--- config.mk ---
export PLATFORM = sky130hd
export DESIGN_NAME = hwpf_nl_gen
export DESIGN_NICKNAME = d
export VERILOG_FILES = /design/src/rtl/hwpf_nl_gen.sv
export SDC_FILE = /design/constraint.sdc
export NUM_CORES = 1
export LEC_CHECK = 0
export ABC_AREA = 1
export CAP_MARGIN = 15
export CORE_ASPECT_RATIO = 1.5
export CORE_UTILIZATION = 40
export DETAILED_ROUTE_END_ITERATION = 8
export PLACE_DENSITY_LB_ADDON = 0.1
export SETUP_SLACK_MARGIN = 0.05
export SYNTH_ARGS = -nofsm -noshare
export SYNTH_HDL_FRONTEND = slang
export SYNTH_SLANG_ARGS = --single-unit
--- constraint.sdc ---
create_clock -name clk_i -period 5.45 [get_ports clk_i]
set_input_delay 1.635 -clock clk_i [delete_from_list [all_inputs] [get_ports clk_i]]
set_output_delay 1.635 -clock clk_i [all_outputs]
set_load 0.05 [all_outputs]
--- src/rtl/hwpf_nl_gen.sv ---
// Next-line prefetch generator: on a demand miss, request line+1 unless it crosses
// a page, was recently issued (FIFO history filter), or the downstream queue is full.
module hwpf_nl_gen #(
    parameter int LANE_SIZE  = 64,
    parameter int ADDR_W     = 40,
    parameter int PAGE_SIZE  = 4096,
    parameter int HIST_DEPTH = 4,
    parameter int CNT_W      = 16
) (
    input  logic              clk_i,
    input  logic              rst_ni,
    input  logic              enable_i,
    input  logic              flush_i,
    input  logic              lock_i,
    input  logic              queue_full_i,
    input  logic              miss_valid_i,
    input  logic [ADDR_W-1:0] miss_addr_i,
    output logic              pf_valid_o,
    output logic [ADDR_W-1:0] pf_addr_o,
    output logic [6:0]        pf_tid_o,
    output logic [CNT_W-1:0]  issued_cnt_o,
    output logic [CNT_W-1:0]  dropped_cnt_o
);
    localparam int OFF_W = $clog2(LANE_SIZE);
    localparam int LN_W  = ADDR_W - OFF_W;
    localparam int PG_W  = $clog2(PAGE_SIZE / LANE_SIZE);
    localparam int PTR_W = (HIST_DEPTH > 1) ? $clog2(HIST_DEPTH) : 1;
    // Low line-index bits within a page; all-zero after +1 means the next line is in a new page.
    localparam logic [LN_W-1:0] PG_MASK = LN_W'((64'd1 << PG_W) - 64'd1);
    localparam logic [LN_W-1:0] LN_ONE  = LN_W'(1);

    logic              pf_vld_q, pf_vld_d;
    logic [LN_W-1:0]   pf_line_q, pf_line_d;
    logic [6:0]        pf_tid_q, pf_tid_d;
    logic [6:0]        tid_q, tid_d;
    logic [CNT_W-1:0]  issued_q, issued_d;
    logic [CNT_W-1:0]  dropped_q, dropped_d;
    logic [LN_W-1:0]   hist_q [HIST_DEPTH];
    logic [LN_W-1:0]   hist_d [HIST_DEPTH];
    logic [HIST_DEPTH-1:0] hist_vld_q, hist_vld_d;
    logic [PTR_W-1:0]  wptr_q, wptr_d;

    logic              trig;
    logic [LN_W-1:0]   nxt;
    logic              page_cross;
    logic              hist_hit;
    logic              unused_offset;

    assign trig          = miss_valid_i & enable_i & ~lock_i & ~flush_i;
    assign nxt           = miss_addr_i[ADDR_W-1:OFF_W] + LN_ONE;
    assign page_cross    = (nxt & PG_MASK) == '0;
    assign unused_offset = ^(miss_addr_i & ADDR_W'(LANE_SIZE - 1));

    always_comb begin
        hist_hit = 1'b0;
        for (int i = 0; i < HIST_DEPTH; i++) begin
            if (hist_vld_q[i] && (hist_q[i] == nxt)) hist_hit = 1'b1;
        end
    end

    always_comb begin
        pf_vld_d   = 1'b0;
        pf_line_d  = pf_line_q;
        pf_tid_d   = pf_tid_q;
        tid_d      = tid_q;
        issued_d   = issued_q;
        dropped_d  = dropped_q;
        hist_d     = hist_q;
        hist_vld_d = hist_vld_q;
        wptr_d     = wptr_q;
        if (flush_i) begin
            hist_vld_d = '0;
        end else if (trig) begin
            if (page_cross || hist_hit || queue_full_i) begin
                if (~&dropped_q) dropped_d = dropped_q + 1'b1;
            end else begin
                pf_vld_d           = 1'b1;
                pf_line_d          = nxt;
                pf_tid_d           = tid_q;
                tid_d              = tid_q + 7'd1;
                if (~&issued_q) issued_d = issued_q + 1'b1;
                hist_d[wptr_q]     = nxt;
                hist_vld_d[wptr_q] = 1'b1;
                wptr_d = (wptr_q == PTR_W'(HIST_DEPTH - 1)) ? '0 : wptr_q + 1'b1;
            end
        end
    end

    always_ff @(posedge clk_i or negedge rst_ni) begin
        if (!rst_ni) begin
            pf_vld_q   <= 1'b0;
            pf_line_q  <= '0;
            pf_tid_q   <= '0;
            tid_q      <= '0;
            issued_q   <= '0;
            dropped_q  <= '0;
            hist_vld_q <= '0;
            wptr_q     <= '0;
            for (int i = 0; i < HIST_DEPTH; i++) hist_q[i] <= '0;
        end else begin
            pf_vld_q   <= pf_vld_d;
            pf_line_q  <= pf_line_d;
            pf_tid_q   <= pf_tid_d;
            tid_q      <= tid_d;
            issued_q   <= issued_d;
            dropped_q  <= dropped_d;
            hist_vld_q <= hist_vld_d;
            wptr_q     <= wptr_d;
            hist_q     <= hist_d;
        end
    end

    assign pf_valid_o    = pf_vld_q;
    assign pf_addr_o     = ADDR_W'(pf_line_q) << OFF_W;
    assign pf_tid_o      = pf_tid_q;
    assign issued_cnt_o  = issued_q;
    assign dropped_cnt_o = dropped_q;
endmodule

# --- Word level (Yosys, flattened, before mapping) ---
# Cells that the tools add are included.
totals:
  regBits: 223
  latch_bits: 0
  mem_bits_rw: 0
  romBits: 0
  word_cells: 69
  n_memories: 0
classes:
  addsub: 5
  n_mul: 0
  div_mod_pow: 0
  order_cmp: 4
  eq_ne: 6
  n_shift: 0
  n_mux: 16
  bitwise_logic: 10
  reduce_logical: 16
ops:
  columns: ["op", "count"]
  rows:
  - ["$bwmux W136", 1]
  - ["$eq A34 B34 Y1", 4]
  - ["$demux W34 S2", 1]
  - ["$add A34 B1 Y34 const B", 1]
  - ["$logic_not A34 Y1", 1]
  - ["$mux W34", 1]
  - ["$add A16 B1 Y16 const B", 2]
  - ["$reduce_and A16 Y1", 2]
  - ["$mux W4", 3]
  - ["$mux W1", 8]
  - ["$reduce_and A4 Y1", 2]
  - ["$add A7 B1 Y7 const B", 1]
  - ["$logic_and A1 B1 Y1", 6]
  - ["$not A1 Y1", 5]
  - ["$or A4 B4 Y4", 1]
  - ["$and A1 B1 Y1", 3]
  - ["$ge A3 B3 Y1 const B", 1]
  - ["$lt A2 B3 Y1 const B", 1]
  - ["$lt A3 B1 Y1 const B", 1]
  - ["$not A2 Y3", 1]
  - ["$reduce_and A3 Y1", 1]
  - ["$add A2 B1 Y2 const B", 1]
  - ["$demux W1 S2", 1]
  - ["$eq A2 B2 Y1 const B", 1]
  - ["other kinds (6)", 7]

# --- Logic depth before layout (Yosys ltp) ---
depth:
  ltp_word: 12
  depth_mapped: 24
  ltp_nobuf: 23

# --- Worst setup path after synthesis ---
# No wires, ideal clock.
synth_timing:
  path_type: "input to register"
  from: "in miss_addr_i[6]"
  to: "reg hist_q[62] (netlist name)"
  setup_ps: 126
  arrival_time_ps: 3952
  required_ps: 5324
  slack_ps: 1371
  stages: 22
  path_buffers: 2
  path_cell_list: "ha_1 -> nand2_2 -> nor2_4 -> nand2_4 -> nor2_2 -> nand2_1 -> nand2_1 -> nand2_1 -> nand2_1 -> nor2_1 -> nand2_1 -> nor2_1 -> nand3_1 -> nor2_1 -> nor2_1 -> nand3_2 -> nor2_8 -> nand2_4 -> buf_6 -> buf_4 -> nand2_1 -> o21ai_1"
synth_via:
  elab_chain_len: 11
  word_cells_on_any_way: 19
  cone_classes: "add/sub (1); eq/ne (4); mux (5); bitwise (1); reduce/logical (8)"
synth_lines:
  columns: ["element", "line_no", "text"]
  rows:
  - ["start, declared", "17", "input logic [ADDR_W-1:0] miss_addr_i,"]
  - ["$add A34 B1 Y34 *", "50", "assign nxt = miss_addr_i[ADDR_W-1:OFF_W] + LN_ONE;"]
  - ["$eq A34 B34 Y1", "57", "if (hist_vld_q[i] && (hist_q[i] == nxt)) hist_hit = 1'b1;"]
  - ["$logic_and A1 B1 Y1", "57", null]
  - ["$mux W1 (4 in series)", "57", null]
  - ["$logic_or A1 B1 Y1 (2 in series)", "74", "if (page_cross || hist_hit || queue_full_i) begin"]
  - ["$not A1 Y1 (no source line)", null, null]
  - ["$reduce_and A3 Y1 (no source line)", null, null]
  - ["end signal, assigned", "109", "hist_q <= hist_d;"]
  - ["end, declared", "38", "logic [LN_W-1:0] hist_q [HIST_DEPTH];"]
# Every way passes the cells marked *; elsewhere a longest branch is shown, timed or not.
# A chain may end at the register's enable or synchronous reset.

# --- Worst setup path in the final report ---
layout_timing:
  from: "in miss_addr_i[6]"
  to: "reg tid_q[2]"
layout_via:
  elab_chain_len: 11
  word_cells_on_any_way: 18
  cone_classes: "add/sub (1); eq/ne (4); mux (4); bitwise (1); reduce/logical (8)"
layout_lines:
  columns: ["element", "line_no", "text"]
  rows:
  - ["$add A34 B1 Y34 *", "50", null]
  - ["$eq A34 B34 Y1", "57", null]
  - ["$logic_and A1 B1 Y1", "57", null]
  - ["$mux W1 (4 in series)", "57", null]
  - ["$logic_or A1 B1 Y1 * (2 in series)", "74", null]
  - ["$not A1 Y1 (no source line) *", null, null]
  - ["$reduce_and A3 Y1 (no source line) *", null, null]
  - ["end signal, assigned", "104", "tid_q <= tid_d;"]
  - ["end, declared", "35", "logic [6:0] tid_q, tid_d;"]
# Marked as above.

==> results.md <==
- Worst-margin pin slew: 865 ps
- Avg Cell Area, Syn: 6.92 um^2
- FF+latch count, synth: approximately 220
- Clk slew on worst S/H paths: 60 ps
- # resized after CTS: 0
- Outcome: completed
- First-pass iteration count of the detailed router: 5
- GRT Total Usage: 24.3%
- Hold Vio Cnt, Final: 0
- Largest cells by area after synthesis: dfrtp_1 (43%), nand2_1 (21%), inv_1 (6.7%)
- Most frequent cell after synthesis: nand2_1
- MaxCap Viol Count: 0
- PD cells: between 300 and 400 nW/um^2
- Final Non-Filler Cells: 2452
- Sum Neg Setup Slack: 0 ps
- Pleak: about 8 nW
- Clock buffer count from CTS: 25
- Distinct cells, synth: 34
- RR Endpoint: tid_q[2]
- Top cells by count, synth: nand2_1 (710), inv_1 (229), dfrtp_1 (223)
- Routed WL: 38800 um
- Ys async rst share: 100%
- Synthesized area: 12900 um^2
- Number of global-route vias before repair: between 10k and 15k
- Crit Path Max Fanout: 30
- Reg2reg start: hist_q[34]
- Worst relative slew slack: 42.3%
- Placed cells: 2406
- Tightest hold margin: 485 ps
- Total grt overflow: 0
- Clock Skews: 12.6 ps
- First-pass GRT wire length: 62200 um
- Routed len/inst: ~16 um
- Fmax: 206 MHz
- First DRT Iteration DRCs: 570
- Final Power: roughly 5.4 mW
- Slowest CP cell: clkdlybuf4s50_1
- Hold_buf cts: 0
- CP startpoint kind: input port
- Setup-failing EPs final: 0
- Routability Congestion: approximately 0.9
- Peak supply drop: 0.249 mV
- R2R depth: 18
- Initial antenna violation count: 0
- Crit share post-route: approximately 89%
- IO buf count: about 110
- Top cell type's share of synthesized area: 43.3%
- Largest net degree at the start of global routing: 108
- Critical Path End Type: register
- Hold_sp: pf_tid_o[2]
- Synth area leader: dfrtp_1
- Top cell family by delay on the critical path: simple AND/OR/NAND/NOR gates
- Area grow syn2layout: 22.4%
- Top FF cell, synth: dfrtp_1
- Crit path buffers/inverters: 2
- Die X-Extent: 149 um
- Sequential area share after synthesis: between 40% and 50%
- Clock Latency Late Sink: 560 ps
- Row count: 80
- Share of layout cells above drive strength 1: 7.98%
- WHS Path Cells: 2
- Final max-slew violation count: 0
- Crit path time final: 4860 ps
- Crit path DAT: 5290 ps
- CTS Buffer Depth: 3
- Fillers: 3184
- Die height: 222 um
- Crit path top cell by count: nand2_1
- Via count: 12.2k
- Pre-CTS WS: -3.87 ps
- TritonCTS clock tree: done
- HPWL after DPL: 29200 um
- CTS root buf: clkbuf_16
- HP Class: register to register
- Htree depth: 1
- Vias per cell: approximately 5.0
- CP max stage delay: ~550 ps
- Number of synthesized flops with an enable pin: 0
- Synth Instances: 1864
- Initial Utilization: 40.6%
- Worst hold endpoint: pf_tid_o[2]
- Clock sinks: approximately 220
- Post-route ant nets: 0
- CP cell instances: clkdlybuf4s50_1 > ha_1 > nand2_2 > nor2_4 > nand2_1 > nor2_2 > nand2_1 > nand2_1 > nand2_1 > o21ai_0 > nor2_1 > nand2_1 > nor2_1 > nand2_1 > nor2_1 > nor2_1 > nand3_2 > nor2_8 > buf_4 > nand2_1 > xor2_1
- Final setup margin: roughly 600 ps
- CP Depth: 21
- CP Data Required Time: between 5000 and 6000 ps
- Die footprint: 33000 um^2
- Post-CTS Repair Setup Buffers: 0
- ANT cells: 0
- CORE AREA: 31700 um^2
- Synthesis Warnings: 0
- Fin nets: between 2k and 2.5k
- Kind of critical path: input port to register
- I/O Pins: between 100 and 150
- R2R Setup Slk: ~2600 ps
- RSZ-0062 raised after global routing: false
- DRC: 0
==> worst min-delay path: cells and delay by family, from the launching register on <==
family / cells / cell delay, ps
flops: 1 / 340
compound gates: 1 / 60
simple gates: 1 / 50
==> stage by stage <==
stage / utilization, % / area, um^2
finish: 49.7 / 15800
CTS: 49.7 / 15800
global route: 49.7 / 15800
global placement: 47.1 / 14900
detailed placement: 47.1 / 14900
floorplan: - / 12900
==> layer usage <==
metal | GRT usage (%) | vias up | routed length, um
met1 | 29.0 | 5601 | 16000
li1 | - | 6179 | -
met3 | 2.74 | 83 | 1650
met5 | 0 | - | 0
met4 | 12.2 | 0 | 1940
met2 | 42.8 | 293 | 19200
==> how the worst max path moves through the flow <==
stage	start	end	slack (ps)
finish	miss_addr_i[6]	tid_q[2]	590
global route	miss_addr_i[11]	tid_q[4]	360
CTS	miss_addr_i[6]	issued_cnt_o[8]	590
detailed placement	miss_addr_i[6]	issued_cnt_o[7]	-4
global placement	miss_addr_i[6]	tid_q[2]	90
floorplan	miss_addr_i[6]	hist_q[62]	1370
==> registers in the layout, indices dropped and copies added, names as in the netlist <==
| signal | count |
|---|---|
| dropped_cnt_o | 16 |
| hist_q | 136 |
| hist_vld_q | 4 |
| issued_cnt_o | 16 |
| pf_line_q | 34 |
| pf_tid_o | 7 |
| pf_valid_o | 1 |
| tid_q | 7 |
| wptr_q | 2 |
==> layout make-up <==
cell class / instances / area, um^2 / share of cell area [%]
inverters: 233 / 875 / 5.54
flip-flops and latches: 223 / 5580 / 35.4
multi-input cells: 1360 / 6170 / 39.1
well taps: 410 / 513 / 3.25
clock buffers: 35 / 723 / 4.58
repair buffers: 181 / 1820 / 11.5
clock inverters: 10 / 97.6 / 0.619
==> logic make-up after synthesis <==
group	synth area share (%)
xor+xnor	1.22
other cells	0.0291
buf+inv	9.13
simple gates	37.4
compound gates	8.15
flops	43.3
fa+ha+maj	0.776
==> power by group <==
part / switching, mW / internal (mW)
clock: 0.731 / 0.978
combinational: 0.942 / 0.541
sequential: 0.258 / 1.99
==> cell usage in the layout (no fill, tap or decap), types with 14 or more instances in the layout <==
master           synthesis  routed
dfrtp_1                223     223
inv_1                  229     229
nand2_1                710     709
o21ai_1                 54      54
nor2_1                 140     140
nand4_1                 36      36
nor3_1                  15      15
xor2_1                  15      15
nand2_2                 14      14
o21ai_0                132     132
nand3_1                149     149
clkdlybuf4s50_1          0     113
buf_4                    9      53
nand3b_1                27      27
clkbuf_16                0      25
Note: power is estimated with default switching activity, not from simulation.
